--- src/rtl/pll_tune_sequencer.sv ---
`default_nettype none
// ============================================================================
// Module      : pll_tune_sequencer
// Description : Drives a PLL reconfiguration controller through one retune.
//               Five counter parameters (N, M, C0 hi/lo/odd) are written one
//               at a time. A reconfig strobe follows. Lock is then qualified
//               with a timeout, and the PLL is reset and retried a bounded
//               number of times.
// Ports       : clk, rst_n (async, active low)
//               tune_req, tune_m, tune_n, tune_c0_hi/lo/odd -- request + values
//               tune_busy, tune_done (pulse), tune_err (sticky)  -- status
//               counter_type, counter_param, data_in, write_param, reconfig,
//               reconfig_busy                                    -- reconfig ctrl
//               pll_lock, pll_areset                             -- PLL
// Revision    : 1.0 -- initial release
// ============================================================================
module pll_tune_sequencer #(
    parameter int LOCK_TIMEOUT = 4096,
    parameter int LOCK_QUAL    = 4,
    parameter int RESET_CYCLES = 16,
    parameter int MAX_RETRY    = 2
) (
    input  logic       clk,
    input  logic       rst_n,
    input  logic       tune_req,
    input  logic [8:0] tune_m,
    input  logic [8:0] tune_n,
    input  logic [7:0] tune_c0_hi,
    input  logic [7:0] tune_c0_lo,
    input  logic       tune_c0_odd,
    output logic       tune_busy,
    output logic       tune_done,
    output logic       tune_err,
    output logic [3:0] counter_type,
    output logic [2:0] counter_param,
    output logic [8:0] data_in,
    output logic       write_param,
    output logic       reconfig,
    input  logic       reconfig_busy,
    input  logic       pll_lock,
    output logic       pll_areset
);

    // Counter widths cover their maximum value; never narrower than one bit.
    localparam int TO_W  = (LOCK_TIMEOUT < 1) ? 1 : $clog2(LOCK_TIMEOUT + 1);
    localparam int LQ_W  = (LOCK_QUAL    < 1) ? 1 : $clog2(LOCK_QUAL + 1);
    localparam int RST_W = (RESET_CYCLES < 1) ? 1 : $clog2(RESET_CYCLES + 1);
    localparam int RTY_W = (MAX_RETRY    < 1) ? 1 : $clog2(MAX_RETRY + 1);

    localparam logic [TO_W-1:0]  c_TO_MAX   = TO_W'(LOCK_TIMEOUT);
    localparam logic [LQ_W-1:0]  c_QUAL_MAX = LQ_W'(LOCK_QUAL);
    localparam logic [RST_W-1:0] c_RST_MAX  = RST_W'(RESET_CYCLES);
    localparam logic [RST_W-1:0] c_RST_LAST = RST_W'(RESET_CYCLES - 1);
    localparam logic [RTY_W-1:0] c_RTY_MAX  = RTY_W'(MAX_RETRY);
    localparam logic [2:0]       c_IDX_LAST = 3'd4;

    typedef enum logic [3:0] {
        S_IDLE   = 4'd0,
        S_LATCH  = 4'd1,
        S_SETUP  = 4'd2,
        S_WRITE  = 4'd3,
        S_WBLANK = 4'd4,
        S_WWAIT  = 4'd5,
        S_RCFG   = 4'd6,
        S_RBLANK = 4'd7,
        S_RWAIT  = 4'd8,
        S_LOCK   = 4'd9,
        S_PRESET = 4'd10,
        S_DONE   = 4'd11,
        S_FAIL   = 4'd12
    } state_t;

    state_t             r_state;
    state_t             w_next;
    logic [8:0]         r_m, r_n;
    logic [7:0]         r_hi, r_lo;
    logic               r_odd;
    logic [2:0]         r_idx;
    logic [LQ_W-1:0]    r_lock_cnt, w_lock_nxt;
    logic [TO_W-1:0]    r_to_cnt, w_to_nxt;
    logic [RST_W-1:0]   r_rst_cnt;
    logic [RTY_W-1:0]   r_retry;
    logic               r_err;
    logic               w_lock_hit, w_to_hit;

    // Saturating next values for the lock-qualification counters. The lock
    // run restarts whenever pll_lock drops.
    always_comb begin
        w_lock_nxt = '0;
        if (pll_lock) begin
            w_lock_nxt = (r_lock_cnt == c_QUAL_MAX) ? r_lock_cnt : r_lock_cnt + 1'b1;
        end
        w_to_nxt   = (r_to_cnt == c_TO_MAX) ? r_to_cnt : r_to_cnt + 1'b1;
        w_lock_hit = (w_lock_nxt == c_QUAL_MAX);
        w_to_hit   = (w_to_nxt == c_TO_MAX);
    end

    always_ff @(posedge clk or negedge rst_n) begin
        if (!rst_n) begin
            r_state <= S_IDLE;
        end else begin
            r_state <= w_next;
        end
    end

    always_comb begin
        w_next = r_state;
        case (r_state)
            S_IDLE:   if (tune_req && !reconfig_busy) w_next = S_LATCH;
            S_LATCH:  w_next = (tune_m == '0 || tune_n == '0) ? S_FAIL : S_SETUP;
            S_SETUP:  w_next = S_WRITE;
            S_WRITE:  w_next = S_WBLANK;
            S_WBLANK: w_next = S_WWAIT;
            S_WWAIT:  if (!reconfig_busy) w_next = (r_idx == c_IDX_LAST) ? S_RCFG : S_SETUP;
            S_RCFG:   w_next = S_RBLANK;
            S_RBLANK: w_next = S_RWAIT;
            S_RWAIT:  if (!reconfig_busy) w_next = S_LOCK;
            // Lock qualification takes priority over a coincident timeout.
            S_LOCK: begin
                if (w_lock_hit) begin
                    w_next = S_DONE;
                end else if (w_to_hit) begin
                    w_next = (r_retry < c_RTY_MAX) ? S_PRESET : S_FAIL;
                end
            end
            S_PRESET: if (r_rst_cnt == c_RST_LAST) w_next = S_LOCK;
            S_DONE:   w_next = S_IDLE;
            S_FAIL:   w_next = S_IDLE;
            default:  w_next = S_IDLE;
        endcase
    end

    // Datapath: latched request, write index, counters and the sticky error.
    always_ff @(posedge clk or negedge rst_n) begin
        if (!rst_n) begin
            r_m        <= '0;
            r_n        <= '0;
            r_hi       <= '0;
            r_lo       <= '0;
            r_odd      <= 1'b0;
            r_idx      <= '0;
            r_lock_cnt <= '0;
            r_to_cnt   <= '0;
            r_rst_cnt  <= '0;
            r_retry    <= '0;
            r_err      <= 1'b0;
        end else begin
            if (r_state == S_IDLE && w_next == S_LATCH) begin
                r_err <= 1'b0;
            end
            if (r_state == S_FAIL) begin
                r_err <= 1'b1;
            end
            if (r_state == S_LATCH) begin
                r_m     <= tune_m;
                r_n     <= tune_n;
                r_hi    <= tune_c0_hi;
                r_lo    <= tune_c0_lo;
                r_odd   <= tune_c0_odd;
                r_idx   <= '0;
                r_retry <= '0;
            end
            if (r_state == S_WWAIT && w_next == S_SETUP) begin
                r_idx <= r_idx + 1'b1;
            end
            // Counters clear on every LOCK entry, including after a PLL reset.
            if (r_state == S_LOCK) begin
                r_lock_cnt <= w_lock_nxt;
                r_to_cnt   <= w_to_nxt;
            end else begin
                r_lock_cnt <= '0;
                r_to_cnt   <= '0;
            end
            if (r_state == S_PRESET) begin
                r_rst_cnt <= (r_rst_cnt == c_RST_MAX) ? r_rst_cnt : r_rst_cnt + 1'b1;
            end else begin
                r_rst_cnt <= '0;
            end
            if (r_state == S_LOCK && w_next == S_PRESET && r_retry != c_RTY_MAX) begin
                r_retry <= r_retry + 1'b1;
            end
        end
    end

    // Outputs decode from registered state only. The address/data bus holds
    // the indexed table entry from SETUP until WWAIT exits, and is 0 elsewhere.
    always_comb begin
        counter_type  = '0;
        counter_param = '0;
        data_in       = '0;
        if (r_state == S_SETUP || r_state == S_WRITE ||
            r_state == S_WBLANK || r_state == S_WWAIT) begin
            case (r_idx)
                3'd0:    begin counter_type = 4'd0; counter_param = 3'd7; data_in = r_n; end
                3'd1:    begin counter_type = 4'd1; counter_param = 3'd7; data_in = r_m; end
                3'd2:    begin counter_type = 4'd4; counter_param = 3'd0; data_in = {1'b0, r_hi}; end
                3'd3:    begin counter_type = 4'd4; counter_param = 3'd1; data_in = {1'b0, r_lo}; end
                default: begin counter_type = 4'd4; counter_param = 3'd5; data_in = {8'd0, r_odd}; end
            endcase
        end
        tune_busy   = (r_state != S_IDLE);
        tune_done   = (r_state == S_DONE);
        tune_err    = r_err;
        write_param = (r_state == S_WRITE);
        reconfig    = (r_state == S_RCFG);
        pll_areset  = (r_state == S_PRESET);
    end

endmodule
`default_nettype wire
--- config.mk ---
export PLATFORM = sky130hd
export DESIGN_NAME = pll_tune_sequencer
export DESIGN_NICKNAME = d
export VERILOG_FILES = /design/src/rtl/pll_tune_sequencer.sv
export SDC_FILE = /design/constraint.sdc
export NUM_CORES = 1
export LEC_CHECK = 0
export CAP_MARGIN = 10
export CORE_ASPECT_RATIO = 0.6
export CORE_MARGIN = 5
export CORE_UTILIZATION = 33
export CTS_CLUSTER_SIZE = 10
export DETAILED_ROUTE_END_ITERATION = 10
export MAX_ROUTING_LAYER = met4
export PLACE_DENSITY_LB_ADDON = 0.25
export SKIP_CTS_REPAIR_TIMING = 1
export SLEW_MARGIN = 20
export SYNTH_ARGS = -nofsm -noshare
export SYNTH_HDL_FRONTEND = slang
export SYNTH_SLANG_ARGS = --single-unit
--- constraint.sdc ---
create_clock -name clk -period 2.9 [get_ports clk]
set_input_delay 0.725 -clock clk [delete_from_list [all_inputs] [get_ports clk]]
set_output_delay 0.725 -clock clk [all_outputs]
set_load 0.02 [all_outputs]
==> metrics.cfg, run 1 <==
[finish]
nets=538
diodes=0
final_common_cell=nand2_1
final_cell_mix=123 x nand2_1, 65 x dfrtp_1, 49 x clkdlybuf4s50_1
areaGrowthSynthToFinish_pct=32.2
drive_above_1_share_pct=8.78

[die]
die_area_um2=13200
rows=29
die_w_um=145
ioPinCount=62
start_util_pct=34.1
coreArea_um2=10600
die_h_um=91.1

[critical_path]
end_kind=primary output
cp_slowest_cell=clkdlybuf4s50_1
criticalPathCategory=flop to primary output
slowest_delay_ps=610
startpoint_type=flop
cp.arrival_ps=2050
cp_cell_sequence=xnor2_1 -> a211oi_1 -> a21o_1 -> clkdlybuf4s50_1
path_max_fanout=3
cp_data_required_time_ps=2170

[global_routing]
grt-ovfl-total=0
grt_antenna_before_repair=0
grt_pass1_vias=3002
gr-usage-all-layers_pct=15.5
grt_pass1_wl_um=16000
grt_max_degree=45

[routing]
first_pass_iters=5
num_vias=3135
vias_per_cell=4.98
drt_iter0_markers=250
drc=0
drt_wl_total_um=9600
ant_nets=0
wl_per_cell_um=15.3

[timing]
setup-violations-final=0
worstMarginPinSlew_ps=587
skew_ps=5.86
post-route-period-util_pct=95.6
period_minus_slack_ps=2770
rsz0062_at_grt=no
hold_slack_ps=399
slew_headroom_pct=60.9
finalHoldViolCount=0
maxSlewViolCount=0
fmax_mhz=361

[clock_network]
clkLatencyLatePin_ps=330
clkTransAtPathRegs_ps=60
cts_root_buf=clkbuf_16
cts_sinks=66
cts.htree.levels=3
cts_buffers=9
cts_tree=yes
cts.path.max_buffers=2

[synth]
synth-seq-cells=66
avgSynthCellArea_um2=8.50
syn_inst=426
synthFlopType=dfrtp_1
synthesis.area_um2=3620
synth_edf_count=0
ys_warn_count=0
synth_async_sr_flop_share_pct=100
synth_cell_types=52
ys_seq_area_share_pct=45.6

[power]
p_int_mw=2.76
pwr-share-comb_pct=40.2
powerDensity_nw_per_um2=931
p_seq_share_pct=32.8
power_leakage_nw=2.25
ir_worst_vdd_mv=0.442
p_sw_mw=1.70
p_clk_share_pct=27.0
switching_share_pct=38.1
power_mw=4.46

[min_path]
min_path_type=input pin to async pin

[place]
dpl.hpwl_um=7160
io_buffers=59
gp_congestion=0.899

[outcome]
status=completed

[job]
maxCapViolCount=0

==> power groups by stage <==
| stage | Combinational [mW] | Clock, mW | Sequential (mW) |
|---|---|---|---|
| final | 1.79 | 1.20 | 1.46 |
| after global routing | 1.99 | 1.29 | 1.49 |
| after detailed placement | 1.77 | 0 | 1.45 |
| after CTS | 1.78 | 1.24 | 1.44 |
| after floorplan | 1.12 | 0 | 1.34 |
| after global placement | 1.73 | 0 | 1.47 |
==> layout make-up <==
| type | count | area [um^2] |
|---|---|---|
| clock inverters | 5 | 85.1 |
| multi-input cells | 319 | 1850 |
| inverters | 20 | 75.1 |
| well taps | 139 | 174 |
| fillers | 1019 | 5840 |
| repair buffers | 69 | 696 |
| flip-flops and latches | 66 | 1650 |
| clock buffers | 11 | 253 |
==> logic make-up (layout without fill, tap and decap cells) <==
logic type / after synthesis / after routing / synth area share, %
AOI/OAI and AO/OA: 66 / 66 / 12.0
xor gates and xnor gates: 15 / 15 / 3.63
adders and majority gates: 13 / 13 / 4.49
buffers and inverters: 42 / 105 / 4.66
DFF: 66 / 66 / 45.6
muxes: 5 / 5 / 1.42
other: 1 / 2 / 0.104
and+or+nand+nor: 218 / 218 / 28.1
==> registers in the layout (all words and copies together) (netlist names) <==
signal      flops
r_n             9
r_retry         2
r_hi            8
tune_err        1
r_to_cnt       13
r_idx           3
r_m             9
r_lock_cnt      3
r_lo            8
r_odd           1
r_rst_cnt       5
r_state         4
==> metrics by stage <==
| step | cells | cell area [um^2] | setup slack [ps] | TNS [ps] | utilization, % |
|---|---|---|---|---|---|
| after floorplan | 427 | 3620 | 428 | 0 | - |
| after detailed placement | 613 | 4380 | 164 | 0 | 41.2 |
| after CTS | 629 | 4720 | -194 | -1450 | 44.4 |
| after global routing | 629 | 4790 | 25.7 | 0 | 45.0 |
| after global placement | 613 | 4380 | 207 | 0 | 41.2 |
| final | 629 | 4790 | 128 | 0 | 45.0 |
==> Yosys cell counts, types with 2 or more instances <==
cell type  instances  area, um^2
buf_2              2        10.0
nor3_1            10        50.1
nand2_1          124         465
or3_1              5        31.3
a22oi_1           18         135
nor4_1             4        25.0
a211oi_1           3        22.5
a31oi_1            3        18.8
xnor2_1           11        96.3
nand3b_1           2        15.0
xor2_1             4        35.0
ha_1              13         163
nor2_1            27         101
inv_1             20        75.1
and4_1             2        17.5
a21oi_1           17        85.1
nor3b_1            2        15.0
clkbuf_1          14        52.6
nor2b_1            8        50.1
o22ai_1            2        12.5
mux2i_1            4        40.0
dfrtp_1           66        1650
buf_1              3        11.3
buf_4              2        15.0
a21o_1             2        15.0
and3_1             5        31.3
and2_1             4        25.0
nand2b_1           2        12.5
o21ai_0           12        60.1
nand3_1           13        65.1
==> metal layers <==
layer / vias up / global-route usage (%) / part of all wire, %
met1: 1505 / 22.7 / 53
met3: 4 / 6.02 / 6.6
li1: 1557 / - / -
met4: 0 / 3.88 / 0.83
met2: 69 / 19.7 / 40
met5: - / - / 0
==> critical path, delay by kind of cell, from the launching register on <==
family                    cells  cell delay [ps]
DFF                           1              390
xor gates and xnor gates      1              190
AOI/OAI and AO/OA             2              530
buffers and inverters         1              610
==> path summary, 6_finish.rpt <==
check | startpoint | to | slack, ps | cells past startpoint
max in group asynchronous | rst_n | r_state[3] | 1860 | 2
min | rst_n | r_to_cnt[9] | 400 | 1
min reg2reg | r_m[3] | r_m[3] | 480 | 2
max reg2reg | r_to_cnt[0] | r_retry[1] | 210 | 8
max | r_state[1] | counter_param[0] | 130 | 4
min in group clk | r_m[3] | r_m[3] | 480 | 2
Power figures use the tool's default switching activity.
==> run 2: changes to the inputs <==
==> constraint.sdc (replaced) <==
create_clock -name clk -period 3.4 [get_ports clk]
set_input_delay 0.85 -clock clk [delete_from_list [all_inputs] [get_ports clk]]
set_output_delay 0.85 -clock clk [all_outputs]
set_load 0.02 [all_outputs]
==> run 2 against run 1 <==
  * Sequential share of layout area grew 1.1 points
  * Routed wire length up 0.16%
  * Clock power is 18% lower
  * Register-to-register slack gained 410 ps
  * Total power fell by 16%
  * Critical path depth is 1 higher
  * Count of clock-buffer cells in the layout fell by 2
  * Flip-flop and latch count stayed put
  * Die area is the same
  * Clock skew rose by 0.89 ps
  * Via count fell by 1.2%
  * Combinational power down 19%
==> metrics.cfg, run 2 (synthesis gave the netlist of run 1 again) <==
[min_path]
hp-start=r_retry[0]
min_path_cells=1
holdPathEnd=r_retry[0]
min_path_type=flop to flop

[timing]
post-route-period-util_pct=92.9
period_minus_slack_ps=3160
finalHoldViolCount=0
fmax_mhz=316
rsz0062_at_grt=no
maxSlewViolCount=0
setup-violations-final=0
skew_ps=6.75
worstMarginPinSlew_ps=840
slew_headroom_pct=44.0
fin_tns_setup_ps=0

[power]
power_mw=3.73
powerDensity_nw_per_um2=804
ir_worst_vdd_mv=0.421
power_leakage_nw=2.05

[clock_network]
clkTransAtPathRegs_ps=50
cts.path.max_buffers=2
cts_root_buf=clkbuf_16
cts_tree=yes
cts_buffers=9
clkLatencyLatePin_ps=330
cts.htree.levels=3
cts_sinks=66

[finish]
final_common_cell=nand2_1
largest_reg_flops=13
final_cell_mix=123 x nand2_1, 64 x dfrtp_1, 58 x clkdlybuf4s50_1
fin_area_um2=4640
diodes=0
fin_util_pct=43.7
largest_register=r_to_cnt
largestRegisters=r_to_cnt x13, r_m x9, r_n x9
nets=532
areaGrowthSynthToFinish_pct=28.2
drive_above_1_share_pct=6.42

[job]
maxCapViolCount=0

[global_routing]
grt_antenna_before_repair=0
grt-ovfl-total=0
gr-usage-all-layers_pct=15.3
grt_pass1_vias=2985
grt_max_degree=67
grt_pass1_wl_um=15900

[critical_path]
r2r-start=r_to_cnt[0]
criticalPathCategory=flop to primary output
cp_data_required_time_ps=2550
worst-path-buf-inv=2
cp_slowest_cell=clkdlybuf4s50_1
cp_cell_sequence=inv_1 -> ha_1 -> a22oi_1 -> a31oi_1 -> clkdlybuf4s50_1
end_kind=primary output
slowest_delay_ps=640
path_max_fanout=9
cpLargestDelayFamily=buffers and inverters
cp.arrival_ps=2310
r2r_slack_ps=620
startpoint_type=flop
r2r-end=r_retry[1]
r2r_cells=8

[routing]
drt_wl_total_um=9620
ant_nets=0
wl_per_cell_um=15.5
drc=0
drt_iter0_markers=209
vias_per_cell=4.98
num_vias=3096
first_pass_iters=5

[die]
die_area_um2=13200
ioPinCount=62
start_util_pct=34.1
rows=29
die_w_um=145
die_h_um=91.1
coreArea_um2=10600

[place]
gp_congestion=0.874
io_buffers=59
dpl.hpwl_um=7250
dpl_cell_area_um2=4320

[outcome]
status=completed

run 2: changes by cell type in the layout (fill, tap and decap cells not counted), moves of 2 or more:
cell / change
buf_4: -5
ha_1: +4
clkdlybuf4s50_1: +9
dlymetal6s2s_1: -9
ha_4: -3
clkbuf_8: -2
run 2: worst max path at each step:
| stage | from | to | slack, ps | cells past startpoint |
|---|---|---|---|---|
| after global placement | r_state[2] | counter_type[0] | 520 | 6 |
| after detailed placement | r_state[2] | counter_type[0] | 470 | 6 |
| after floorplan | r_state[1] | counter_type[0] | 890 | 6 |
| after CTS | r_state[2] | counter_type[0] | 110 | 6 |
| final | r_idx[2] | data_in[0] | 240 | 5 |
| after global routing | r_state[2] | counter_type[0] | 70 | 6 |
run 2: power by group:
group,total [mW],internal [mW],switching [mW]
clock network,0.985,0.639,0.346
registers,1.29,1.03,0.261
logic,1.45,0.613,0.842
total,3.73,2.29,1.45
run 2: area by class of cell:
type | count | area, um^2
well taps | 139 | 174
repair buffers | 63 | 616
flip-flops and latches | 66 | 1650
inverters | 20 | 75.1
multi-input cells | 319 | 1810
clock inverters | 6 | 92.6
clock buffers | 9 | 225
fillers | 1059 | 5990
run 2: per-layer routing:
| metal | global-route usage, % | vias up | share of wire [%] |
|---|---|---|---|
| met5 | - | - | 0 |
| li1 | - | 1542 | - |
| met2 | 19.2 | 81 | 39 |
| met1 | 23.8 | 1464 | 54 |
| met3 | 3.68 | 9 | 6.1 |
| met4 | 4.43 | 0 | 1.1 |
run 2: metrics by stage:
stage	instances	hold slack, ps	worst slack (ps)
floorplan	427	440	885
global placement	607	465	524
detailed placement	607	467	473
CTS	622	478	106
global route	622	509	65.9
finish	622	472	240
